<file path="src/rtl/serial_subtractor.sv">
// Bit-serial subtractor: one full-subtractor cell plus a borrow flop computes a - b - b_in LSB first.
// Defining SERIAL_SUBTRACTOR_OVF_EN adds a registered signed-overflow output `ovf`.
module serial_subtractor #(
   parameter int WIDTH = 4
) (
   input  logic             clk,
   input  logic             rst,
   input  logic             start,
   input  logic [WIDTH-1:0] a,
   input  logic [WIDTH-1:0] b,
   input  logic             b_in,
   output logic             busy,
   output logic             done,
   output logic [WIDTH-1:0] diff,
   output logic             b_out
`ifdef SERIAL_SUBTRACTOR_OVF_EN
   ,
   output logic             ovf
`endif
);

   localparam int CNT_W = (WIDTH > 1) ? $clog2(WIDTH) : 1;
   localparam logic [CNT_W-1:0] LAST_CNT = CNT_W'(WIDTH - 1);

   typedef enum logic {IDLE, SHIFT} state_t;

   state_t           state;
   state_t           state_nxt;
   logic [WIDTH-1:0] sa;
   logic [WIDTH-1:0] sb;
   logic [WIDTH-2:0] sd;
   logic [WIDTH-1:0] sd_nxt;
   logic [CNT_W-1:0] cnt;
   logic             br;
   logic             d;
   logic             br_nxt;
   logic             last;

   always_ff @(posedge clk) begin
      if (rst) state <= IDLE;
      else     state <= state_nxt;
   end

   always_comb begin
      state_nxt = state;
      busy      = 1'b0;
      d         = sa[0] ^ sb[0] ^ br;
      br_nxt    = (~sa[0] & sb[0]) | (~(sa[0] ^ sb[0]) & br);
      // sd keeps only the WIDTH-1 bits already produced; the new bit lands on top
      sd_nxt    = {d, sd};
      last      = (cnt == LAST_CNT);
      case (state)
         IDLE: begin
            if (start) state_nxt = SHIFT;
         end
         SHIFT: begin
            busy = 1'b1;
            if (last) state_nxt = IDLE;
         end
         default: state_nxt = IDLE;
      endcase
   end

   always_ff @(posedge clk) begin
      if (rst) begin
         sa    <= '0;
         sb    <= '0;
         sd    <= '0;
         br    <= 1'b0;
         cnt   <= '0;
         diff  <= '0;
         b_out <= 1'b0;
         done  <= 1'b0;
`ifdef SERIAL_SUBTRACTOR_OVF_EN
         ovf   <= 1'b0;
`endif
      end else begin
         done <= 1'b0;
         if (state == IDLE) begin
            if (start) begin
               sa  <= a;
               sb  <= b;
               br  <= b_in;
               cnt <= '0;
            end
         end else begin
            sa  <= sa >> 1;
            sb  <= sb >> 1;
            sd  <= sd_nxt[WIDTH-1:1];
            br  <= br_nxt;
            cnt <= cnt + CNT_W'(1);
            if (last) begin
               diff  <= sd_nxt;
               b_out <= br_nxt;
               done  <= 1'b1;
`ifdef SERIAL_SUBTRACTOR_OVF_EN
               // br is the borrow into the MSB, br_nxt the borrow out of it
               ovf   <= br ^ br_nxt;
`endif
            end
         end
      end
   end

endmodule

</file>
<file path="config.mk">
export PLATFORM = sky130hd
export DESIGN_NAME = serial_subtractor
export DESIGN_NICKNAME = d
export VERILOG_FILES = /design/src/rtl/serial_subtractor.sv
export SDC_FILE = /design/constraint.sdc
export NUM_CORES = 1
export LEC_CHECK = 0
export BUFFER_PORTS_ARGS = -buffer_cell sky130_fd_sc_hd__buf_4
export CAP_MARGIN = 10
export CORE_MARGIN = 8
export CORE_UTILIZATION = 45
export CTS_CLUSTER_SIZE = 10
export DETAILED_ROUTE_END_ITERATION = 16
export PLACE_DENSITY_LB_ADDON = 0.15
export RECOVER_POWER = 50
export SYNTH_ARGS = -nofsm -noshare
export SYNTH_HDL_FRONTEND = slang
export SYNTH_SLANG_ARGS = --single-unit
export TNS_END_PERCENT = 100
</file>
<file path="constraint.sdc">
create_clock -name clk -period 1.15 [get_ports clk]
set_input_delay 0.1725 -clock clk [delete_from_list [all_inputs] [get_ports clk]]
set_output_delay 0.1725 -clock clk [all_outputs]
set_load 0.03 [all_outputs]
</file>
==> results of run 1 <==
layout make-up:
type,instances,share of cell area (%)
multi-input combinational,57,39.09
clock buffer,3,2.004
inverter,3,1.002
timing repair buffer,25,16.26
tap,27,3.007
clock inverter,1,0.6682
sequential,21,37.97
registers in the layout, indices dropped and copies added (netlist names):
| register | cells |
|---|---|
| state | 1 |
| diff | 4 |
| sb | 4 |
| cnt | 2 |
| b_out | 1 |
| sa | 4 |
| br | 1 |
| done | 1 |
| sd | 3 |
logic make-up after synthesis:
kind of cell | count (synthesis)
AOI/OAI and AO/OA | 20
adders and majority gates | 2
buffers and inverters | 10
DFF | 21
muxes | 12
and+or+nand+nor | 23
routing by layer:
| metal | track usage (%) | wire length [um] | vias up |
|---|---|---|---|
| li1 | - | - | 351 |
| met1 | 15.24 | 862 | 328 |
| met2 | 15.69 | 870 | 14 |
| met3 | 3.178 | 84 | 4 |
| met4 | 6.312 | 38 | 0 |
| met5 | 0 | 0 | - |
worst paths after layout:
path | from | end | depth (start not counted)
worst min register to register | sd[0]$_SDFFE_PP0P_ | diff[0]$_SDFFE_PP0P_ | 2
worst min-delay path | b_in | br$_SDFFE_PP0P_ | 3
worst max register to register | sa[0]$_SDFFE_PP0P_ | diff[3]$_SDFFE_PP0P_ | 3
worst max-delay path | sa[0]$_SDFFE_PP0P_ | diff[3]$_SDFFE_PP0P_ | 3
cells in the final DEF, fill, tap and decap left out, drive strengths merged, types with 3 or more instances in the layout:
master  instances
buf            23
dfxtp          21
mux2i          12
a21oi           8
nor2b           6
a211oi          6
nor2            5
clkbuf          5
a21bo           4
nand3           4
inv             3
per-stage QoR:
step / worst slack [ns] / instance area [um2] / TNS, ns / util (%)
6_report: -0.01111 / 1124 / -0.01111 / 58.46
3_5_place_dp: -0.04796 / 1044 / -0.1042 / 54.30
4_1_cts: 0.001996 / 1114 / 0 / 57.94
2_1_floorplan: 0.04171 / 899.6 / 0 / -
3_3_place_gp: 0.01025 / 1044 / 0 / 54.30
5_1_grt: -0.05659 / 1124 / -0.1193 / 58.46
worst max-delay path, delay by kind of cell, from the launching register on:
family	cells	cell delay (ns)
DFF	1	0.35
adders and majority gates	1	0.58
AOI/OAI and AO/OA	1	0.12
and+or+nand+nor	1	0.06
what timing repair did:
action / CTS / global route
endpoints found under the setup margin: 14 / 5
gates resized for setup: 5 / 4
buffers inserted: 4 / 0
pin swaps: 1 / 1
power by group:
| group | total [mW] | internal (mW) | leakage, nW | switching [mW] |
|---|---|---|---|---|
| Combinational | 0.197 | 0.100 | 0.286 | 0.0974 |
| Clock | 0.372 | 0.133 | 0.0139 | 0.239 |
| Sequential | 0.790 | 0.765 | 0.173 | 0.0252 |
==> impl_metrics.yaml, run 1 <==
setup_path:
  cp_slowest_cell: "fa_2"
  crit_chain: "fa_2 -> nand3_2 -> a21oi_1"
  cpPeakStageDelay_ns: 0.58
  start_kind: "register"
  worstPathRequired_ns: 1.40
  r2r_slack_ns: -0.01
  crit_path_end_kind: "register"
  crit_fanout: 2
  path_class: "reg2reg"
  cp.arrival_ns: 1.42
clock_tree:
  path_clk_slew_ns: 0.13
  numClockSinks: 21
  insertion_delay_ns: 0.31
  numCtsBuffers: 3
  root_buffer: "clkbuf_4"
  clock_path_buffers: 2
  htree_num_levels: 1
  hold_buffers: 0
  cts_tree: "yes"
timing:
  finalWorstSetupSlack_ns: -0.01111
  finalCritPeriodShare_pct: 101.0
  fin_worst_skew_ns: 0.008068
  setup_viol: 1
  fmax_mhz: 861.2
  worstMarginPinSlew_ns: 0.2244
  hold_slack_ns: 0.1442
  drv_slew: 0
  relSlewSlack_pct: 84.94
  rsz0062_at_grt: "true"
  hold_viol: 0
  period_needed_ns: 1.161
synthesis:
  synth_cell_types: 23
  synth_top_family_by_area: "compound AO/OA/AOI/OAI gates"
  syn_inst: 88
  synth_area_leader_cell: "dfxtp_1"
  ys_top_cells_by_area: "dfxtp_1 (47%), mux2i_1 (13%), a211oi_1 (5.0%)"
  synth_top_area_share_pct: 46.80
  synth.net_count: 102
  yosys_register_bits: 21
  synth_compound_area_share_pct: 15.74
  synth_area_um2: 898.4
  yosys.area_share.simple_pct: 13.93
  synth-seq-area-share_pct: 46.80
  synth_top_cells_by_count: "dfxtp_1 (21), mux2i_1 (12), a21oi_1 (8), a211oi_1 (6), nor2b_1 (6)"
  ys.flop_type: "dfxtp_1"
  yosysMostFrequentCell: "dfxtp_1"
  synth_area_per_cell_um2: 10.21
  muxShareOfSynthArea_pct: 13.37
  synth-xor-area-share_pct: 0
  ys_warn_count: 0
  synthAdderAreaFrac_pct: 3.621
  synthArstFlopShare_pct: 0
  synth_edf_count: 0
outcome:
  violations: "negative setup slack"
  status: "finished with violations"
power_and_ir_drop:
  power.density_mw_per_mm2: 1210
  p_total_mw: 1.359
  ir_drop_mv: 0.8007
  leakagePower_nw: 0.4728
grt:
  first_global_vias: 649
  antenna_found_initial: 0
  grt_pass1_wl_um: 3153
  globalRouteTotalUtil_pct: 11.34
  grt_max_degree: 22
  grt-ovfl-total: 0
place:
  dpl.hpwl_um: 1199
  port-buffer-count: 18
  dp_cells: 129
  place.gp.congestion: 0.6759
routing:
  drc: 0
  vias_per_cell: 5.088
  routedWlPerCell_um: 13.54
  first_pass_iters: 3
  drt-initial-drc-count: 11
  wirelength_um: 1855
  vias: 697
  ant_nets: 0
finish:
  antenna_cells: 0
  drive_above_1_share_pct: 34.55
  multiInputGateArea_um2: 439.2
  finalNetCount: 125
  area_delta_synth_final_pct: 25.07
  instances_no_fill: 137
  regArea_um2: 426.7
  fillCellCount: 191
floorplan:
  die_area_mm2: 0.003682
  start_util_pct: 46.74
  row_count: 16
  num_io_pins: 19
  die_width_um: 60.68
  die_h_um: 60.68
  core-area_mm2: 0.001922
run:
  timing.max_cap.violations: 0
hold_path:
  hp-class: "in2reg"
(Power assumes the default switching activity.)
==> run 2, diff against run 1 <==
--- a/config.mk
+++ b/config.mk
@@ -6,10 +6,9 @@
 export NUM_CORES = 1
 export LEC_CHECK = 0
 export BUFFER_PORTS_ARGS = -buffer_cell sky130_fd_sc_hd__buf_4
-export CAP_MARGIN = 10
 export CORE_MARGIN = 8
-export CORE_UTILIZATION = 45
-export CTS_CLUSTER_SIZE = 10
+export CORE_UTILIZATION = 30
+export CTS_CLUSTER_SIZE = 12
 export DETAILED_ROUTE_END_ITERATION = 16
 export PLACE_DENSITY_LB_ADDON = 0.15
 export RECOVER_POWER = 50
==> run 2 against run 1 <==
Against the previous run:
- register-to-register slack gained 0.02 ns
- combinational power about the same
- critical path type unchanged
- highest routed layer unchanged
- die area rose by 36%
- critical path depth unchanged
- the flow now finishes without violations
- total power decreased by 1.1%
- core utilization shrank 21 points
- sequential power is essentially flat
- design area down 0.78%
- clock-buffer cell count up 1
==> impl_metrics.yaml, run 2 (same netlist as run 1, synthesis figures left out) <==
outcome:
  status: "completed"
timing:
  rsz0062_at_grt: "true"
  hold_viol: 0
  setup_viol: 0
  period_needed_ns: 1.145
  drv_slew: 0
  worstMarginPinSlew_ns: 0.2281
  finalCritPeriodShare_pct: 99.58
  fin_worst_skew_ns: 0.0009762
  relSlewSlack_pct: 84.78
  setup_tns_ns: 0
  fmax_mhz: 873.3
clock_tree:
  root_buffer: "clkbuf_4"
  insertion_delay_ns: 0.30
  numClockSinks: 21
  cts_tree: "yes"
  path_clk_slew_ns: 0.11
  htree_num_levels: 1
  numCtsBuffers: 3
  hold_buffers: 0
  clock_path_buffers: 2
grt:
  grt_pass1_wl_um: 3077
  globalRouteTotalUtil_pct: 7.839
  antenna_found_initial: 0
  first_global_vias: 659
  grt-ovfl-total: 0
  grt_max_degree: 22
finish:
  mostFrequentLayoutCells: "dfxtp_1 (18), buf_4 (17), mux2i_1 (12), a21oi_1 (8)"
  finalNetCount: 124
  antenna_cells: 0
  top_regs: "diff (4), sa (4), sb (4)"
  final_common_cell: "dfxtp_1"
  drive_above_1_share_pct: 29.36
  area_delta_synth_final_pct: 24.09
routing:
  drc: 0
  routedWlPerCell_um: 13.27
  wirelength_um: 1885
  first_pass_iters: 3
  vias_per_cell: 4.768
  ant_nets: 0
  vias: 677
  drt-initial-drc-count: 18
setup_path:
  crit_fanout: 2
  start_kind: "register"
  crit_path_end_kind: "register"
  path_class: "reg2reg"
  cp.arrival_ns: 1.39
  worstPathRequired_ns: 1.40
place:
  place.gp.congestion: 0.6915
  dpl.hpwl_um: 1239
  port-buffer-count: 18
floorplan:
  row_count: 20
  start_util_pct: 30.42
  num_io_pins: 19
  die_area_mm2: 0.005001
  core-area_mm2: 0.002953
  die_h_um: 70.72
  die_width_um: 70.72
hold_path:
  hp-class: "in2reg"
power_and_ir_drop:
  ir_drop_mv: 0.6718
  power.density_mw_per_mm2: 1205
  p_total_mw: 1.344
  leakagePower_nw: 0.4749
run:
  timing.max_cap.violations: 0
-- run 2: cell types whose count changed in the layout (fill, tap and decap cells not counted), sizes merged --
cell,delta
buf,-4
clkbuf,+4
clkinvlp,-1
-- run 2: layout make-up --
| cell class | count | area, um2 |
|---|---|---|
| fill | 323 | 1838 |
| sequential | 21 | 424.2 |
| clock buffer | 4 | 26.28 |
| tap | 33 | 41.29 |
| inverter | 3 | 11.26 |
| timing repair buffer | 24 | 192.7 |
| multi-input combinational | 57 | 419.2 |
-- run 2: what timing repair did --
action,in CTS,in global routing
gates resized for setup,3,3
buffers inserted,3,0
endpoints found under the setup margin,3,4
pin swaps,0,3
-- run 2: final timing paths --
kind	start	cells after the start	to	slack, ns
max	sa[0]$_SDFFE_PP0P_	3	diff[3]$_SDFFE_PP0P_	0.005
min	b[3]	3	sb[3]$_SDFFE_PP0P_	0.15
max reg2reg	sa[0]$_SDFFE_PP0P_	3	diff[3]$_SDFFE_PP0P_	0.005
min reg2reg	sd[0]$_SDFFE_PP0P_	2	diff[0]$_SDFFE_PP0P_	0.50
-- run 2: metal layers --
| metal | up-vias | track usage, % | wire length (um) |
|---|---|---|---|
| li1 | 354 | - | - |
| met1 | 304 | 9.951 | 990 |
| met2 | 15 | 10.81 | 780 |
| met3 | 4 | 3.390 | 86 |
| met4 | 0 | 4.157 | 27 |
| met5 | - | 0 | 0 |
-- run 2: metrics by stage --
stage          setup WS [ns]  cells  instance area, um2  util (%)  hold slack (ns)
5_1_grt             -0.03105    142                1115     37.75           0.1540
4_1_cts             0.001693    142                1130     38.26           0.1409
2_1_floorplan        0.04171     88               899.6         -           0.3118
6_report            0.004885    142                1115     37.75           0.1469
3_5_place_dp         0.01250    135                1076     36.44           0.4717
3_3_place_gp         0.01902    135                1076     36.44           0.4627
-- run 2: critical path, cell delays in order, from the launching register on --
cell and delay, ns:
dfxtp_2 0.35, fa_1 0.55, nand3_1 0.08, a21oi_1 0.11
-- run 2: power breakdown --
group          internal (mW)  switching (mW)  total [mW]
registers              0.766          0.0238       0.790
logic                  0.104          0.0951       0.199
clock network          0.135           0.220       0.355
